$ cat src/rtl/seg_display_scanner_pkg.sv
// Shared constants, FSM state type and seven-segment codes for the score display.
package seg_display_pkg;
  localparam int DIGITS    = 4;
  localparam int SCORE_W   = 14;
  localparam int SCORE_MAX = 9999;

  typedef enum logic [1:0] {IDLE, SHIFT, COMMIT} state_t;

  // Active-low cathodes, bit order {g,f,e,d,c,b,a}
  localparam logic [6:0] SEG_0     = 7'b1000000;
  localparam logic [6:0] SEG_1     = 7'b1111001;
  localparam logic [6:0] SEG_2     = 7'b0100100;
  localparam logic [6:0] SEG_3     = 7'b0110000;
  localparam logic [6:0] SEG_4     = 7'b0011001;
  localparam logic [6:0] SEG_5     = 7'b0010010;
  localparam logic [6:0] SEG_6     = 7'b0000010;
  localparam logic [6:0] SEG_7     = 7'b1111000;
  localparam logic [6:0] SEG_8     = 7'b0000000;
  localparam logic [6:0] SEG_9     = 7'b0010000;
  localparam logic [6:0] SEG_BLANK = 7'b1111111;

  function automatic logic [6:0] seg_decode(input logic [3:0] d);
    logic [6:0] s;
    case (d)
      4'd0:    s = SEG_0;
      4'd1:    s = SEG_1;
      4'd2:    s = SEG_2;
      4'd3:    s = SEG_3;
      4'd4:    s = SEG_4;
      4'd5:    s = SEG_5;
      4'd6:    s = SEG_6;
      4'd7:    s = SEG_7;
      4'd8:    s = SEG_8;
      4'd9:    s = SEG_9;
      default: s = SEG_BLANK;
    endcase
    return s;
  endfunction
endpackage

$ cat src/rtl/seg_display_scanner_if.sv
// Score load handshake and display drive lines between the game logic and the scanner.
interface seg_display_scanner_if #(
  parameter int DIGITS  = seg_display_pkg::DIGITS,
  parameter int SCORE_W = seg_display_pkg::SCORE_W
);
  logic [SCORE_W-1:0] Score;
  logic               ScoreValid;
  logic               Busy;
  logic [6:0]         seg;
  logic [DIGITS-1:0]  an;
  logic               dp;

  modport master (output Score, ScoreValid, input Busy, seg, an, dp);
  modport slave  (input Score, ScoreValid, output Busy, seg, an, dp);
endinterface

$ cat src/rtl/seg_display_scanner_bin2bcd_seq.sv
// Sequential double-dabble converter: one add-3/shift iteration per cycle, then a COMMIT cycle.
module bin2bcd_seq #(
  parameter int BIN_W = 14,
  parameter int N_DIG = 4
) (
  input  logic               clk,
  input  logic               rst,
  input  logic               start,
  input  logic [BIN_W-1:0]   bin,
  output logic               busy,
  output logic               done,
  output logic [4*N_DIG-1:0] bcd
);
  import seg_display_pkg::*;

  localparam int CNT_W = $clog2(BIN_W + 1);

  state_t             r_state;
  logic [CNT_W-1:0]   r_cnt;
  logic [BIN_W-1:0]   r_bin;
  logic [4*N_DIG-1:0] r_bcd;
  logic               r_busy;
  logic [4*N_DIG-1:0] w_adj;

  always_comb begin
    w_adj = r_bcd;
    for (int i = 0; i < N_DIG; i++)
      if (r_bcd[4*i +: 4] >= 4'd5) w_adj[4*i +: 4] = r_bcd[4*i +: 4] + 4'd3;
  end

  always_ff @(posedge clk) begin
    if (rst) begin
      r_state <= IDLE;
      r_busy  <= 1'b0;
      r_cnt   <= '0;
      r_bin   <= '0;
      r_bcd   <= '0;
    end else begin
      case (r_state)
        IDLE: if (start) begin
          r_bin   <= bin;
          r_bcd   <= '0;
          r_cnt   <= '0;
          r_busy  <= 1'b1;
          r_state <= SHIFT;
        end
        SHIFT: begin
          {r_bcd, r_bin} <= {w_adj, r_bin} << 1;
          r_cnt          <= r_cnt + 1'b1;
          if (r_cnt == CNT_W'(BIN_W - 1)) r_state <= COMMIT;
        end
        COMMIT: begin
          r_busy  <= 1'b0;
          r_state <= IDLE;
        end
        default: begin
          r_busy  <= 1'b0;
          r_state <= IDLE;
        end
      endcase
    end
  end

  assign busy = r_busy;
  assign done = (r_state == COMMIT);
  assign bcd  = r_bcd;
endmodule

$ cat src/rtl/seg_display_scanner.sv
// Saturating score load, BCD conversion, and multiplexed seven-segment scan with leading-zero blanking.
module seg_display_scanner #(
  parameter int DIGITS    = seg_display_pkg::DIGITS,
  parameter int SCORE_W   = seg_display_pkg::SCORE_W,
  parameter int SCORE_MAX = seg_display_pkg::SCORE_MAX
) (
  input  logic                  MasterClock,
  input  logic                  Reset,
  input  logic                  fastClock,
  seg_display_scanner_if.slave  bus
);
  import seg_display_pkg::*;

  localparam int IDX_W = (DIGITS > 1) ? $clog2(DIGITS) : 1;

  logic [SCORE_W-1:0]  w_score_sat;
  logic                w_busy;
  logic                w_done;
  logic [4*DIGITS-1:0] w_bcd;
  logic [DIGITS-1:0]   w_blank;
  logic [3:0]          w_digit;
  logic [6:0]          w_seg_nxt;
  logic                w_zero_above;

  logic [4*DIGITS-1:0] r_disp;
  logic [IDX_W-1:0]    r_idx;
  logic [DIGITS-1:0]   r_an;
  logic [6:0]          r_seg;

  assign w_score_sat = (bus.Score > SCORE_W'(SCORE_MAX)) ? SCORE_W'(SCORE_MAX) : bus.Score;

  bin2bcd_seq #(.BIN_W(SCORE_W), .N_DIG(DIGITS)) u_conv (
    .clk   (MasterClock),
    .rst   (Reset),
    .start (bus.ScoreValid),
    .bin   (w_score_sat),
    .busy  (w_busy),
    .done  (w_done),
    .bcd   (w_bcd)
  );

  // A digit is blanked when it and every digit to its left are zero; digit 0 never blanks.
  always_comb begin
    w_blank      = '0;
    w_zero_above = 1'b1;
    for (int i = DIGITS - 1; i >= 1; i--) begin
      w_zero_above = w_zero_above & (r_disp[4*i +: 4] == 4'd0);
      w_blank[i]   = w_zero_above;
    end
  end

  assign w_digit   = r_disp[4*r_idx +: 4];
  assign w_seg_nxt = w_blank[r_idx] ? SEG_BLANK : seg_decode(w_digit);

  always_ff @(posedge MasterClock) begin
    if (Reset) begin
      r_disp <= '0;
      r_idx  <= '0;
      r_an   <= ~DIGITS'(1);
      r_seg  <= SEG_0;
    end else begin
      if (w_done) r_disp <= w_bcd;
      if (fastClock) r_idx <= (r_idx == IDX_W'(DIGITS - 1)) ? '0 : r_idx + 1'b1;
      r_an  <= ~(DIGITS'(1) << r_idx);
      r_seg <= w_seg_nxt;
    end
  end

  assign bus.Busy = w_busy;
  assign bus.seg  = r_seg;
  assign bus.an   = r_an;
  assign bus.dp   = 1'b1;
endmodule

$ cat src/flat_wrapper.sv
// flat-port wrapper written by rule: the top's interface ports become plain ports
module seg_display_scanner_flat import seg_display_pkg::*;
#(
  parameter int DIGITS    = seg_display_pkg::DIGITS,
  parameter int SCORE_W   = seg_display_pkg::SCORE_W,
  parameter int SCORE_MAX = seg_display_pkg::SCORE_MAX
)
  (MasterClock, Reset, fastClock, bus_Score, bus_ScoreValid, bus_Busy, bus_seg, bus_an, bus_dp);
  seg_display_scanner_if #(.DIGITS(DIGITS), .SCORE_W(SCORE_W)) bus_i ();
  input  logic MasterClock;
  input  logic Reset;
  input  logic fastClock;
  input wire logic [$bits(bus_i.Score)-1:0] bus_Score;
  input wire logic [$bits(bus_i.ScoreValid)-1:0] bus_ScoreValid;
  output wire logic [$bits(bus_i.Busy)-1:0] bus_Busy;
  output wire logic [$bits(bus_i.seg)-1:0] bus_seg;
  output wire logic [$bits(bus_i.an)-1:0] bus_an;
  output wire logic [$bits(bus_i.dp)-1:0] bus_dp;
  assign bus_i.Score = bus_Score;
  assign bus_i.ScoreValid = bus_ScoreValid;
  assign bus_Busy = bus_i.Busy;
  assign bus_seg = bus_i.seg;
  assign bus_an = bus_i.an;
  assign bus_dp = bus_i.dp;
  seg_display_scanner #(.DIGITS(DIGITS), .SCORE_W(SCORE_W), .SCORE_MAX(SCORE_MAX)) u_core (.MasterClock(MasterClock), .Reset(Reset), .fastClock(fastClock), .bus(bus_i));
endmodule
$ cat config.mk
export PLATFORM = sky130hd
export DESIGN_NAME = seg_display_scanner_flat
export DESIGN_NICKNAME = d
export VERILOG_FILES = /design/src/rtl/seg_display_scanner_pkg.sv /design/src/rtl/seg_display_scanner_if.sv /design/src/rtl/seg_display_scanner_bin2bcd_seq.sv /design/src/rtl/seg_display_scanner.sv /design/src/flat_wrapper.sv
export SDC_FILE = /design/constraint.sdc
export NUM_CORES = 1
export LEC_CHECK = 0
export ABC_AREA = 0
export ABC_CLOCK_PERIOD_IN_PS = 5050
export BUFFER_PORTS_ARGS = -buffer_cell sky130_fd_sc_hd__buf_2
export CAP_MARGIN = 20
export CORE_UTILIZATION = 50
export CTS_CLUSTER_SIZE = 20
export DETAILED_ROUTE_END_ITERATION = 8
export HOLD_SLACK_MARGIN = 0.15
export PLACE_DENSITY = 0.74
export SYNTH_ARGS = -nofsm -noshare
export SYNTH_HDL_FRONTEND = slang
export SYNTH_SLANG_ARGS = --single-unit
$ cat constraint.sdc
create_clock -name MasterClock -period 5.05 [get_ports MasterClock]
set_input_delay 1.01 -clock MasterClock [delete_from_list [all_inputs] [get_ports MasterClock]]
set_output_delay 1.01 -clock MasterClock [all_outputs]
set_load 0.01 [all_outputs]
# Yosys cells after proc, flatten, opt, wreduce, memory -nomap -nowiden
# Memories as Yosys holds them, arrays and structs flattened.
# Index checks and enable logic that the tools add are counted.
# totals
reg_bits,66
romBits,112
in_bits,18
out_inout_bits,13
word_cells,64
memories,1
# classes
add_sub_neg,6
magnitude_cmp,6
eq_ne,6
shifts,2
mux,20
n_bitwise,4
reduce_logical,9
# memory_table
memory,depth,width,read_ports,rd_ports_with_merged_regs,write_ports,line_no,rtl
(name not given),16,7,1,0,0,seg_display_scanner_pkg.sv:24,case (d)
# ops
cell,count
$pmux 16 s2,1
$mux 14,2
$pmux 14 s2,1
$ge 4x3->1 const B,4
$mux 16,1
$mux 4,4
$shiftx 16x5->4,1
$gt 14x14->1 const B,1
$add 4x2->4 const B,3
$logic_not 4->1,3
$pmux 4 s2,1
$mux 2,3
$mux 6,1
$reduce_and 2->1,3
$add 4x1->4 const B,1
$eq 2x2->1 const B,2
$eq 4x4->1 const B,1
$ne 2x2->1 const B,2
$not 4->4,1
$pmux 2 s2,1
$shl 1x2->4 const A,1
$add 3x2->3 const B,1
$lt 2x3->1 const B,1
$mux 3,1
10 further kinds,12

# Logic depth before layout (Yosys ltp)
# Gate-level depths: netlist of the first run.
# depth
ltp_word,6
depth_mapped,9

# Hierarchy
# A second synthesis of the first run with hierarchy kept.
# unflattened
cells_unflattened,339
hier_area_um2,3231.8
# modules_own_cells
mod,instances,cells_each,area_per_inst_um2,seq_area_each_um2
bin2bcd_seq,1,191,1785.5,740.7
seg_display_scanner,1,148,1446.4,580.6

# Least setup slack after synthesis of the first run
# No wires, ideal clock.
# synth_path
path_kind,input to register
start,input port bus_Score[6]
end,register u_core.u_conv.r_bin[10]
setup_time_ns,0.119
arrival_time_ns,2.255
slack_ns,2.676
path_stages,5
n_path_buf,0
path_cell_list,nor4_1 -> nor2_1 -> o31ai_1 -> nand2_1 -> o221a_2
# synth_between
elab_chain_cells,4
# synth_rtl
element,line_no,rtl
start: declaration,flat_wrapper.sv:13,input wire logic [$bits(bus_i.Score)-1:0] bus_Score;
$gt 14x14->1,seg_display_scanner.sv:30,assign w_score_sat = (bus.Score > SCORE_W'(SCORE_MAX)) ? SCORE_W'(SCORE_MAX) : bus.Score;
$mux 14,seg_display_scanner.sv:30,
$mux 14,seg_display_scanner_bin2bcd_seq.sv:40,IDLE: if (start) begin
$pmux 14 s2,seg_display_scanner_bin2bcd_seq.sv:39,case (r_state)
end signal: assignment,seg_display_scanner_bin2bcd_seq.sv:41,r_bin <= bin;
end signal: assignment,seg_display_scanner_bin2bcd_seq.sv:48,"{r_bcd, r_bin} <= {w_adj, r_bin} << 1;"
end: declaration,seg_display_scanner_bin2bcd_seq.sv:20,logic [BIN_W-1:0] r_bin;
# No other way between the ends. The select of a mux whose other input is x is not followed.
# A chain may end at the register's enable or synchronous reset.

# Worst setup path after layout of the first run
# layout_path
start,input port bus_Score[6]
end,register u_core.u_conv.r_bin[2]
# Same word-level chain as after synthesis.

==> results of run 1 <==
## cell type report
type	count	area (um2)	area share, %
clock buffer	11	141	4.08
clock inverter	5	30.0	0.866
inverter	19	71.3	2.06
multi-input combinational	260	1630	47.0
sequential	66	1320	38.1
tap	75	93.8	2.71
timing repair buffer	32	180	5.20
## layout by cell type, fill, tap and decap left out, types with 2 or more instances in the layout
| master | count |
|---|---|
| sky130_fd_sc_hd__nor2_1 | 44 |
| sky130_fd_sc_hd__mux4_1 | 2 |
| sky130_fd_sc_hd__buf_4 | 2 |
| sky130_fd_sc_hd__dfxtp_1 | 66 |
| sky130_fd_sc_hd__or2_2 | 2 |
| sky130_fd_sc_hd__nand3_1 | 12 |
| sky130_fd_sc_hd__a222oi_1 | 2 |
| sky130_fd_sc_hd__a21oi_1 | 43 |
| sky130_fd_sc_hd__a22oi_1 | 10 |
| sky130_fd_sc_hd__nor4_1 | 4 |
| sky130_fd_sc_hd__inv_1 | 19 |
| sky130_fd_sc_hd__a211oi_1 | 4 |
| sky130_fd_sc_hd__o211ai_1 | 3 |
| sky130_fd_sc_hd__mux2i_1 | 2 |
| sky130_fd_sc_hd__mux4_2 | 2 |
| sky130_fd_sc_hd__nand2b_1 | 10 |
| sky130_fd_sc_hd__a32oi_1 | 3 |
| sky130_fd_sc_hd__clkinvlp_4 | 2 |
| sky130_fd_sc_hd__nand2_1 | 42 |
| sky130_fd_sc_hd__nor2b_1 | 5 |
| sky130_fd_sc_hd__buf_2 | 29 |
| sky130_fd_sc_hd__o221a_2 | 6 |
| sky130_fd_sc_hd__ha_1 | 19 |
| sky130_fd_sc_hd__clkbuf_8 | 10 |
| sky130_fd_sc_hd__xnor2_1 | 7 |
| sky130_fd_sc_hd__o21ai_0 | 7 |
| sky130_fd_sc_hd__clkinv_2 | 3 |
| sky130_fd_sc_hd__a21o_1 | 4 |
| sky130_fd_sc_hd__nor3b_1 | 2 |
| sky130_fd_sc_hd__nor3_1 | 12 |
## metal layers
metal	share of wire [%]	GRT usage [%]	vias up	wire, um
li1	-	-	1319	-
met1	48	24.1	1207	2930
met2	47	34.8	37	2820
met3	2.7	4.83	14	161
met4	2.3	10.7	0	136
met5	0	0	-	0
## worst max-delay path, cell delays in order
cell                      delay (ns)
sky130_fd_sc_hd__buf_2          0.11
sky130_fd_sc_hd__nor4_1         0.27
sky130_fd_sc_hd__nor2_1         0.09
sky130_fd_sc_hd__o31ai_1        0.53
sky130_fd_sc_hd__nand2_1        0.29
sky130_fd_sc_hd__o221a_2        0.31
## Yosys cell counts, types with 2 or more instances
cell                        n  area share (%)
sky130_fd_sc_hd__a211oi_1   4            0.96
sky130_fd_sc_hd__a21o_1     4            0.96
sky130_fd_sc_hd__a21oi_1   43             6.9
sky130_fd_sc_hd__a222oi_1   2            0.64
sky130_fd_sc_hd__a22oi_1   10             2.4
sky130_fd_sc_hd__a32oi_1    3            0.84
sky130_fd_sc_hd__clkbuf_1  19             2.3
sky130_fd_sc_hd__dfxtp_1   66              42
sky130_fd_sc_hd__ha_1      19             7.6
sky130_fd_sc_hd__inv_1     19             2.3
sky130_fd_sc_hd__mux2i_1    2            0.64
sky130_fd_sc_hd__mux4_1     2             1.7
sky130_fd_sc_hd__mux4_2     2             1.4
sky130_fd_sc_hd__nand2_1   42             5.1
sky130_fd_sc_hd__nand2b_1  10             2.0
sky130_fd_sc_hd__nand3_1   12             1.9
sky130_fd_sc_hd__nor2_1    44             5.3
sky130_fd_sc_hd__nor2b_1    5             1.0
sky130_fd_sc_hd__nor3_1    12             1.9
sky130_fd_sc_hd__nor3b_1    2            0.48
sky130_fd_sc_hd__nor4_1     4            0.80
sky130_fd_sc_hd__o211ai_1   3            0.72
sky130_fd_sc_hd__o21ai_0    7             1.1
sky130_fd_sc_hd__o221a_2    6             2.2
sky130_fd_sc_hd__or2_2      2            0.40
sky130_fd_sc_hd__xnor2_1    7             2.0
## final timing paths
check,depth (start not counted),endpoint,slack [ns]
worst min-delay path,2,u_core.r_disp[12]$_SDFFE_PP0N_,0.47
worst min register to register,2,u_core.r_disp[12]$_SDFFE_PP0N_,0.47
worst max register to register,6,u_core.bus.seg[5]$_SDFF_PP0_,2.79
worst max-delay path,6,u_core.u_conv.r_bin[2]$_SDFFE_PP0P_,2.67
## through the flow
step / setup slack, ns / instances
6_report: 2.67 / 468
5_1_grt: 2.54 / 468
4_1_cts: 2.69 / 466
3_5_place_dp: 2.31 / 450
3_3_place_gp: 2.41 / 450
2_1_floorplan: 2.68 / 367
## power by group
part           internal (mW)  switching [mW]  leakage (nW)
combinational         0.0367          0.0536         0.724
sequential             0.538          0.0137         0.537
clock                  0.189           0.196        0.0851
## registers in the layout, indices dropped and copies added (netlist names)
| signal | flops |
|---|---|
| u_core.bus.an | 4 |
| u_core.u_conv.r_state | 2 |
| u_core.u_conv.busy | 1 |
| u_core.r_disp | 16 |
| u_core.bus.seg | 7 |
| u_core.r_idx | 2 |
| u_core.u_conv.r_bin | 14 |
| u_core.u_conv.bcd | 16 |
| u_core.u_conv.r_cnt | 4 |
## cells by family (layout without fill, tap and decap cells)
group	Yosys count	after routing	synth area share, %
and+or+nand+nor	139	139	20.3
AOI/OAI and AO/OA	87	87	18.1
DFF	66	66	42.4
buffers and inverters	41	67	5.30
adders and majority gates	19	19	7.63
xor gates and xnor gates	7	7	1.97
muxes	7	7	4.14
other	1	1	0.120
==> results.yml, run 1 <==
status:
  result_of_the_run: "completed"
cts:
  clock_latency_ns: 0.34
  cts-root-buf: "sky130_fd_sc_hd__clkbuf_8"
  clk_transition_reported_paths_ns: 0.07
  holdBufCountCts: 0
  cts_made_buffers: 9
  cts_tree: "built"
  postCtsResizedCells: 0
  htree_levels: 3
  clock_path_buffers: 2
  postCtsSetupBuffers: 0
  clkSinkCount: 66
timing:
  clock_skew_ns: 0.00477
  timing_worst_slew_pin_value_ns: 0.627
  grt_setup_unrepaired: "false"
  period_minus_ws_final_ns: 2.38
  fmax_mhz: 420
  relSlewSlack_pct: 57.8
  final_hold_vio_count: 0
  fin_worst_hold_slack_ns: 0.466
  final_min_period_over_clock_period_pct: 47.2
  setup_tns_ns: 0
  final_max_slew_viol_count: 0
  setup-violations-final: 0
power:
  power_density_mw_per_mm2: 296
  power.ir.vdd_worst_v: 0.000164
  p_total_mw: 1.03
  p_leak_nw: 1.35
routing:
  postRouteAntennaNets: 0
  detailedRoute.firstPassIterationCount: 6
  detailroute.via_count: 2577
  wl_per_cell_um: 12.9
  wirelength_um: 6040
  initialDrtViolationCount: 117
  vias_per_cell: 5.51
  detail_route.drc_violations: 0
yosys:
  synthesis.instances: 367
  synth_fp_nets: 404
  synth_async_sr_flop_share_pct: 0
  cell_area_after_technology_mapping_mm2: 0.00311
  syn_avg_cell_area_um2: 8.49
  number_of_flops_mapped_to_enable_cells_by_yosys: 0
  ys.warnings.count: 0
  seq_area_frac_synth_pct: 42.4
  ys.flop_type: "sky130_fd_sc_hd__dfxtp_1"
  yosys_register_bits: 66
  synth.lib_cells_used.distinct: 42
placed_design:
  place_area_mm2: 0.00327
  gpl_congestion: 0.813
  dp_hpwl_um: 4150
  numPortBuffers: 29
grt:
  antenna_found_initial: 0
  global_route_wire_length_before_repair_um: 10400
  global_route.overflow_total: 0
  via_count_of_the_first_global_routing_pass: 2318
  track_usage_pct: 20.6
  grt_max_degree: 67
critical_path:
  worstSetupStartpointType: "input pin"
  timing.critical_path.required_ns: 5.28
  regToRegStartpoint: "u_core.r_idx[0]$_SDFFE_PP0P_"
  worst_ep_arrival_time_ns: 2.61
  endpoint_kind: "flop"
  crit_type: "in2reg"
  crit_path_launch: "bus_Score[6]"
  path_max_fanout: 6
floorplan:
  core.rowCount: 28
  start_util_pct: 52.3
  core-area_mm2: 0.00596
  die_area_mm2: 0.00655
  num_io_pins: 31
  die-height_um: 80.9
  die_width_um: 80.9
layout:
  layout-area-overhead-vs-synth_pct: 11.3
  final.fill_count: 551
  final_area_mm2: 0.00347
  antennaDiodeCount: 0
  final_net_count: 425
  postLayoutCoreUtil_pct: 58.2
  final_layout_size_suffix_gt1_share_pct: 15.3
hold_path:
  hold_path.class: "reg2reg"
  hold_path_startpoint: "u_core.r_disp[12]$_SDFFE_PP0N_"
job:
  cap_violations: 0
No activity file was read; power rests on OpenSTA's default activity.
==> inputs of run 2 (changes only) <==
ABC_AREA = 1   (was 0)
ABC_CLOCK_PERIOD_IN_PS = 1950   (was 5050)
PLACE_DENSITY = 0.77   (was 0.74)
clock period = 1.95 ns   (was 5.05 ns; I/O delays follow)
==> results.yml, run 2 <==
status:
  result_of_the_run: "completed"
cts:
  clock_latency_ns: 0.33
  postCtsSetupBuffers: 0
  postCtsResizedCells: 0
  holdBufCountCts: 0
  clkSinkCount: 66
  htree_levels: 3
  clock_path_buffers: 2
  cts_tree: "built"
  cts-root-buf: "sky130_fd_sc_hd__clkbuf_8"
  clk_transition_reported_paths_ns: 0.07
  cts_made_buffers: 9
job:
  cap_violations: 0
placed_design:
  place_area_mm2: 0.00346
  dp_hpwl_um: 4690
  numPortBuffers: 29
  gpl_congestion: 0.884
hold_path:
  hold_end: "u_core.u_conv.r_bin[3]$_SDFFE_PP0P_"
  hold-path-cell-count: 3
  hold_path.class: "in2reg"
  hold_path_startpoint: "bus_Score[3]"
timing:
  fmax_mhz: 578
  final_min_period_over_clock_period_pct: 88.8
  clock_skew_ns: 0.00694
  period_minus_ws_final_ns: 1.73
  final_max_slew_viol_count: 0
  setup_tns_ns: 0
  setup-violations-final: 0
  fin_worst_hold_slack_ns: 0.329
  grt_setup_unrepaired: "false"
  final_hold_vio_count: 0
routing:
  detailroute.via_count: 2923
  wl_per_cell_um: 11.4
  initialDrtViolationCount: 100
  detail_route.drc_violations: 0
  wirelength_um: 6440
  vias_per_cell: 5.16
  postRouteAntennaNets: 0
  detailedRoute.firstPassIterationCount: 4
yosys:
  number_of_flops_mapped_to_enable_cells_by_yosys: 0
  ys.flop_type: "sky130_fd_sc_hd__dfxtp_1"
  post-synth-top-area-cell: "sky130_fd_sc_hd__dfxtp_1"
  post-synth-top-area-fraction_pct: 40.8
  cell_area_after_technology_mapping_mm2: 0.00324
  synth_area_leaders: "sky130_fd_sc_hd__dfxtp_1 41%, sky130_fd_sc_hd__nand2_1 13%, sky130_fd_sc_hd__ha_1 7.3%"
  syn_avg_cell_area_um2: 7.06
  synth_fp_nets: 495
  synth.lib_cells_used.distinct: 24
  ys.warnings.count: 0
  synthesis.instances: 458
  synthTopCellsByCount: "110 x sky130_fd_sc_hd__nand2_1, 66 x sky130_fd_sc_hd__dfxtp_1, 57 x sky130_fd_sc_hd__nor2_1"
  seq_area_frac_synth_pct: 40.8
  yosys_register_bits: 66
  synth_async_sr_flop_share_pct: 0
  synth.most_common_cell: "sky130_fd_sc_hd__nand2_1"
layout:
  antennaDiodeCount: 0
  mostFrequentLayoutCells: "110 x sky130_fd_sc_hd__nand2_1, 66 x sky130_fd_sc_hd__dfxtp_1, 57 x sky130_fd_sc_hd__nor2_1, 45 x sky130_fd_sc_hd__inv_1, 45 x sky130_fd_sc_hd__a21oi_1"
  final_layout_size_suffix_gt1_share_pct: 12.4
  final_net_count: 525
  final_area_mm2: 0.00360
  postLayoutCoreUtil_pct: 59.1
  layout-area-overhead-vs-synth_pct: 11.3
  most_common_cell_after_layout_fill_and_taps_aside: "sky130_fd_sc_hd__nand2_1"
  final.fill_count: 585
critical_path:
  crit_family: "simple AND/OR/NAND/NOR gates"
  setup.reg_to_reg.worst_slack_ns: 0.22
  critical_path.reg2reg.endpoint: "u_core.bus.seg[6]$_SDFF_PP1_"
  worst_path_largest_cell_delay_ns: 0.45
  endpoint_kind: "flop"
  regToRegStartpoint: "u_core.r_idx[0]$_SDFFE_PP0P_"
  worst-r2r-cell-count: 12
  path_max_fanout: 11
  crit_top_cell: "sky130_fd_sc_hd__nand2_1"
  crit_path_cell_trace: "inv_2, nand2_1, nand3_1, nand2_1, inv_1, ha_1, inv_1, nand3_1, nand2_1, nor2_1, nor2_1, nand2_1"
  crit_type: "reg2reg"
  worst_ep_arrival_time_ns: 1.94
  timing.critical_path.required_ns: 2.16
  cpMaxStageDelayCell: "sky130_fd_sc_hd__dfxtp_1"
  worstSetupStartpointType: "flop"
  worstPathBufferInverterCount: 3
grt:
  grt_max_degree: 39
  global_route_wire_length_before_repair_um: 11400
  track_usage_pct: 22.0
  via_count_of_the_first_global_routing_pass: 2653
  global_route.overflow_total: 0
  antenna_found_initial: 0
floorplan:
  num_io_pins: 31
  core.rowCount: 28
  core-area_mm2: 0.00610
  die_width_um: 82.4
  die-height_um: 82.4
  start_util_pct: 53.1
  die_area_mm2: 0.00680
power:
  p_leak_nw: 1.66
  p_total_mw: 2.72
  power.ir.vdd_worst_v: 0.000875
  power_density_mw_per_mm2: 756
[run 2: layout make-up]
type | count | area, um2 | share of cell area, %
Timing Repair Buffer | 39 | 220 | 6.11
Inverter | 48 | 180 | 5.00
Tap cell | 75 | 93.8 | 2.61
Clock buffer | 15 | 146 | 4.06
Sequential cell | 66 | 1320 | 36.7
Multi-Input combinational cell | 324 | 1640 | 45.5
[run 2: worst max-delay path by stage]
stage | startpoint | to | slack (ns) | cells past startpoint
6_report | u_core.r_idx[0]$_SDFFE_PP0P_ | u_core.bus.seg[6]$_SDFF_PP1_ | 0.22 | 12
4_1_cts | u_core.r_idx[0]$_SDFFE_PP0P_ | u_core.bus.seg[6]$_SDFF_PP1_ | 0.22 | 12
2_1_floorplan | u_core.r_idx[1]$_SDFFE_PP0P_ | u_core.bus.seg[3]$_SDFF_PP0_ | 0.46 | 9
5_1_grt | u_core.r_idx[0]$_SDFFE_PP0P_ | u_core.bus.seg[6]$_SDFF_PP1_ | 0.01 | 12
3_5_place_dp | u_core.r_idx[0]$_SDFFE_PP0P_ | u_core.bus.seg[6]$_SDFF_PP1_ | 0.23 | 12
3_3_place_gp | u_core.r_idx[1]$_SDFFE_PP0P_ | u_core.bus.seg[3]$_SDFF_PP0_ | 0.30 | 9
[run 2: worst min-delay path, stage by stage]
cell                      delay, ns
sky130_fd_sc_hd__buf_2         0.08
sky130_fd_sc_hd__nor3_1        0.04
sky130_fd_sc_hd__a21oi_1       0.12
[run 2: cell families after synthesis]
logic type / share of synthesized area, %
and+or+nand+nor: 27.4
AOI/OAI and AO/OA: 15.0
buffers and inverters: 8.47
DFF: 40.8
adders and majority gates: 7.35
xor gates and xnor gates: 0.812
other: 0.116
[run 2: report_power, final]
part           internal, mW  switching [mW]  leakage, nW
combinational         0.137           0.234         1.05
sequential             1.41          0.0333        0.538
clock                 0.458           0.452       0.0718
total                  2.00           0.719         1.66
[run 2: metrics by stage]
stage	std cells	setup slack, ns
floorplan	458	0.459
global placement	552	0.296
detailed placement	552	0.227
CTS	567	0.216
global route	567	0.0135
finish	567	0.219
[run 2: per-layer routing]
metal	GRT usage, %	wire length [um]
met1	25.1	2900
met2	39.2	3190
met3	6.48	280
met4	6.84	78
met5	0	0
==> inputs of run 3 (changes only) <==
CORE_UTILIZATION = 30   (was 50)
PLACE_DENSITY = 0.53   (was 0.77)
==> results.yml, run 3 (synthesis results as in run 2) <==
cts:
  postCtsResizedCells: 0
  htree_levels: 3
  clkSinkCount: 66
  clock_path_buffers: 2
  clk_transition_reported_paths_ns: 0.07
  postCtsSetupBuffers: 0
  holdBufCountCts: 0
  cts_made_buffers: 9
  cts_tree: "built"
  cts-root-buf: "sky130_fd_sc_hd__clkbuf_8"
  clock_latency_ns: 0.34
timing:
  final_hold_vio_count: 0
  setup_tns_ns: 0
  final_min_period_over_clock_period_pct: 90.0
  final_max_slew_viol_count: 0
  period_minus_ws_final_ns: 1.75
  clock_skew_ns: 0.0103
  setup-violations-final: 0
  fmax_mhz: 570
  fin_worst_hold_slack_ns: 0.320
  grt_setup_unrepaired: "false"
job:
  cap_violations: 0
grt:
  global_route_wire_length_before_repair_um: 12000
  grt_util_met2_pct: 22.0
  grt_max_degree: 33
  antenna_found_initial: 0
  via_count_of_the_first_global_routing_pass: 2702
  busiest_layer: "met2"
  global_route.overflow_total: 0
  grtUsageMet1_pct: 16.7
  grtUsageMet3_pct: 4.14
  track_usage_pct: 13.4
power:
  p_leak_nw: 1.71
  power_density_mw_per_mm2: 818
  p_total_mw: 3.09
  power.ir.vdd_worst_v: 0.000342
floorplan:
  num_io_pins: 31
  start_util_pct: 31.2
  core.rowCount: 37
  die_width_um: 106
  core-area_mm2: 0.0104
  die_area_mm2: 0.0112
  die-height_um: 106
critical_path:
  worstSetupStartpointType: "flop"
  timing.critical_path.required_ns: 2.17
  critical_path.reg2reg.endpoint: "u_core.bus.seg[3]$_SDFF_PP0_"
  endpoint_kind: "flop"
  regToRegStartpoint: "u_core.r_idx[1]$_SDFFE_PP0P_"
  crit_type: "reg2reg"
  path_max_fanout: 9
  worst-r2r-cell-count: 9
  setup.reg_to_reg.worst_slack_ns: 0.20
  worst_ep_arrival_time_ns: 1.98
placed_design:
  gpl_congestion: 0.780
  dp_hpwl_um: 4930
  numPortBuffers: 29
routing:
  initialDrtViolationCount: 108
  wirelength_um: 6980
  vias_per_cell: 4.63
  detailedRoute.firstPassIterationCount: 6
  detail_route.drc_violations: 0
  wl_per_cell_um: 11.1
  detailroute.via_count: 2910
  postRouteAntennaNets: 0
hold_path:
  hold_path.class: "in2reg"
  hold_path_startpoint: "bus_Score[11]"
  hold-path-cell-count: 3
  hold_end: "u_core.u_conv.r_bin[11]$_SDFFE_PP0P_"
layout:
  mostFrequentLayoutCells: "110 x sky130_fd_sc_hd__nand2_1, 65 x sky130_fd_sc_hd__dfxtp_1, 57 x sky130_fd_sc_hd__nor2_1, 45 x sky130_fd_sc_hd__inv_1, 45 x sky130_fd_sc_hd__a21oi_1"
  antennaDiodeCount: 0
  layout-area-overhead-vs-synth_pct: 16.7
  final_net_count: 525
  final_layout_size_suffix_gt1_share_pct: 13.8
  most_common_cell_after_layout_fill_and_taps_aside: "sky130_fd_sc_hd__nand2_1"
status:
  result_of_the_run: "completed"
run 3: cell count changes in the layout (fill, tap and decap cells not counted), sizes merged:
cell      before  now
clkbuf        15   11
bufinv         0    2
clkinv         0    2
clkinvlp       0    1
run 3: worst max path at each step:
stage / start / end / slack (ns) / cells past startpoint
after floorplan: u_core.r_idx[1]$_SDFFE_PP0P_ / u_core.bus.seg[3]$_SDFF_PP0_ / 0.46 / 9
after global placement: u_core.r_idx[1]$_SDFFE_PP0P_ / u_core.bus.seg[3]$_SDFF_PP0_ / 0.28 / 9
after detailed placement: u_core.r_idx[1]$_SDFFE_PP0P_ / u_core.bus.seg[3]$_SDFF_PP0_ / 0.22 / 9
after CTS: u_core.r_idx[1]$_SDFFE_PP0P_ / u_core.bus.seg[3]$_SDFF_PP0_ / 0.20 / 9
after global routing: u_core.r_idx[1]$_SDFFE_PP0P_ / u_core.bus.seg[3]$_SDFF_PP0_ / 0.04 / 9
final: u_core.r_idx[1]$_SDFFE_PP0P_ / u_core.bus.seg[3]$_SDFF_PP0_ / 0.20 / 9
run 3: final cells by class:
| type | count | area, um2 |
|---|---|---|
| multi-input combinational | 324 | 1640 |
| clock inverter | 5 | 77.6 |
| sequential | 66 | 1320 |
| fill | 1135 | 6590 |
| clock buffer | 11 | 141 |
| timing repair buffer | 39 | 245 |
| tap | 136 | 170 |
| inverter | 48 | 180 |
run 3: worst max-delay path, cell delays in order, from the launching register on:
cell	delay (ns)
sky130_fd_sc_hd__dfxtp_1	0.54
sky130_fd_sc_hd__inv_2	0.17
sky130_fd_sc_hd__nand3_1	0.12
sky130_fd_sc_hd__nand2_1	0.14
sky130_fd_sc_hd__ha_1	0.32
sky130_fd_sc_hd__nand3_1	0.10
sky130_fd_sc_hd__nand2_1	0.07
sky130_fd_sc_hd__nor2_1	0.04
sky130_fd_sc_hd__nor2_1	0.09
sky130_fd_sc_hd__nor2_1	0.04
run 3: power breakdown:
group          switching (mW)  leakage [nW]  internal [mW]
combinational           0.237          1.06          0.145
sequential             0.0334         0.538           1.41
clock                   0.517         0.109          0.751
run 3: metal layers:
metal	up-vias	share of wire (%)
met1	1292	50
met4	0	0.73
li1	1538	-
met2	75	45
met5	-	0
met3	5	4.4
run 3: metrics by stage:
step | utilization [%] | std cells | setup WS (ns) | area (um2)
floorplan | - | 458 | 0.459 | 3240
global placement | 34.3 | 613 | 0.282 | 3560
detailed placement | 34.3 | 613 | 0.222 | 3560
CTS | 36.4 | 629 | 0.200 | 3780
global route | 36.4 | 629 | 0.0431 | 3780
finish | 36.4 | 629 | 0.196 | 3780
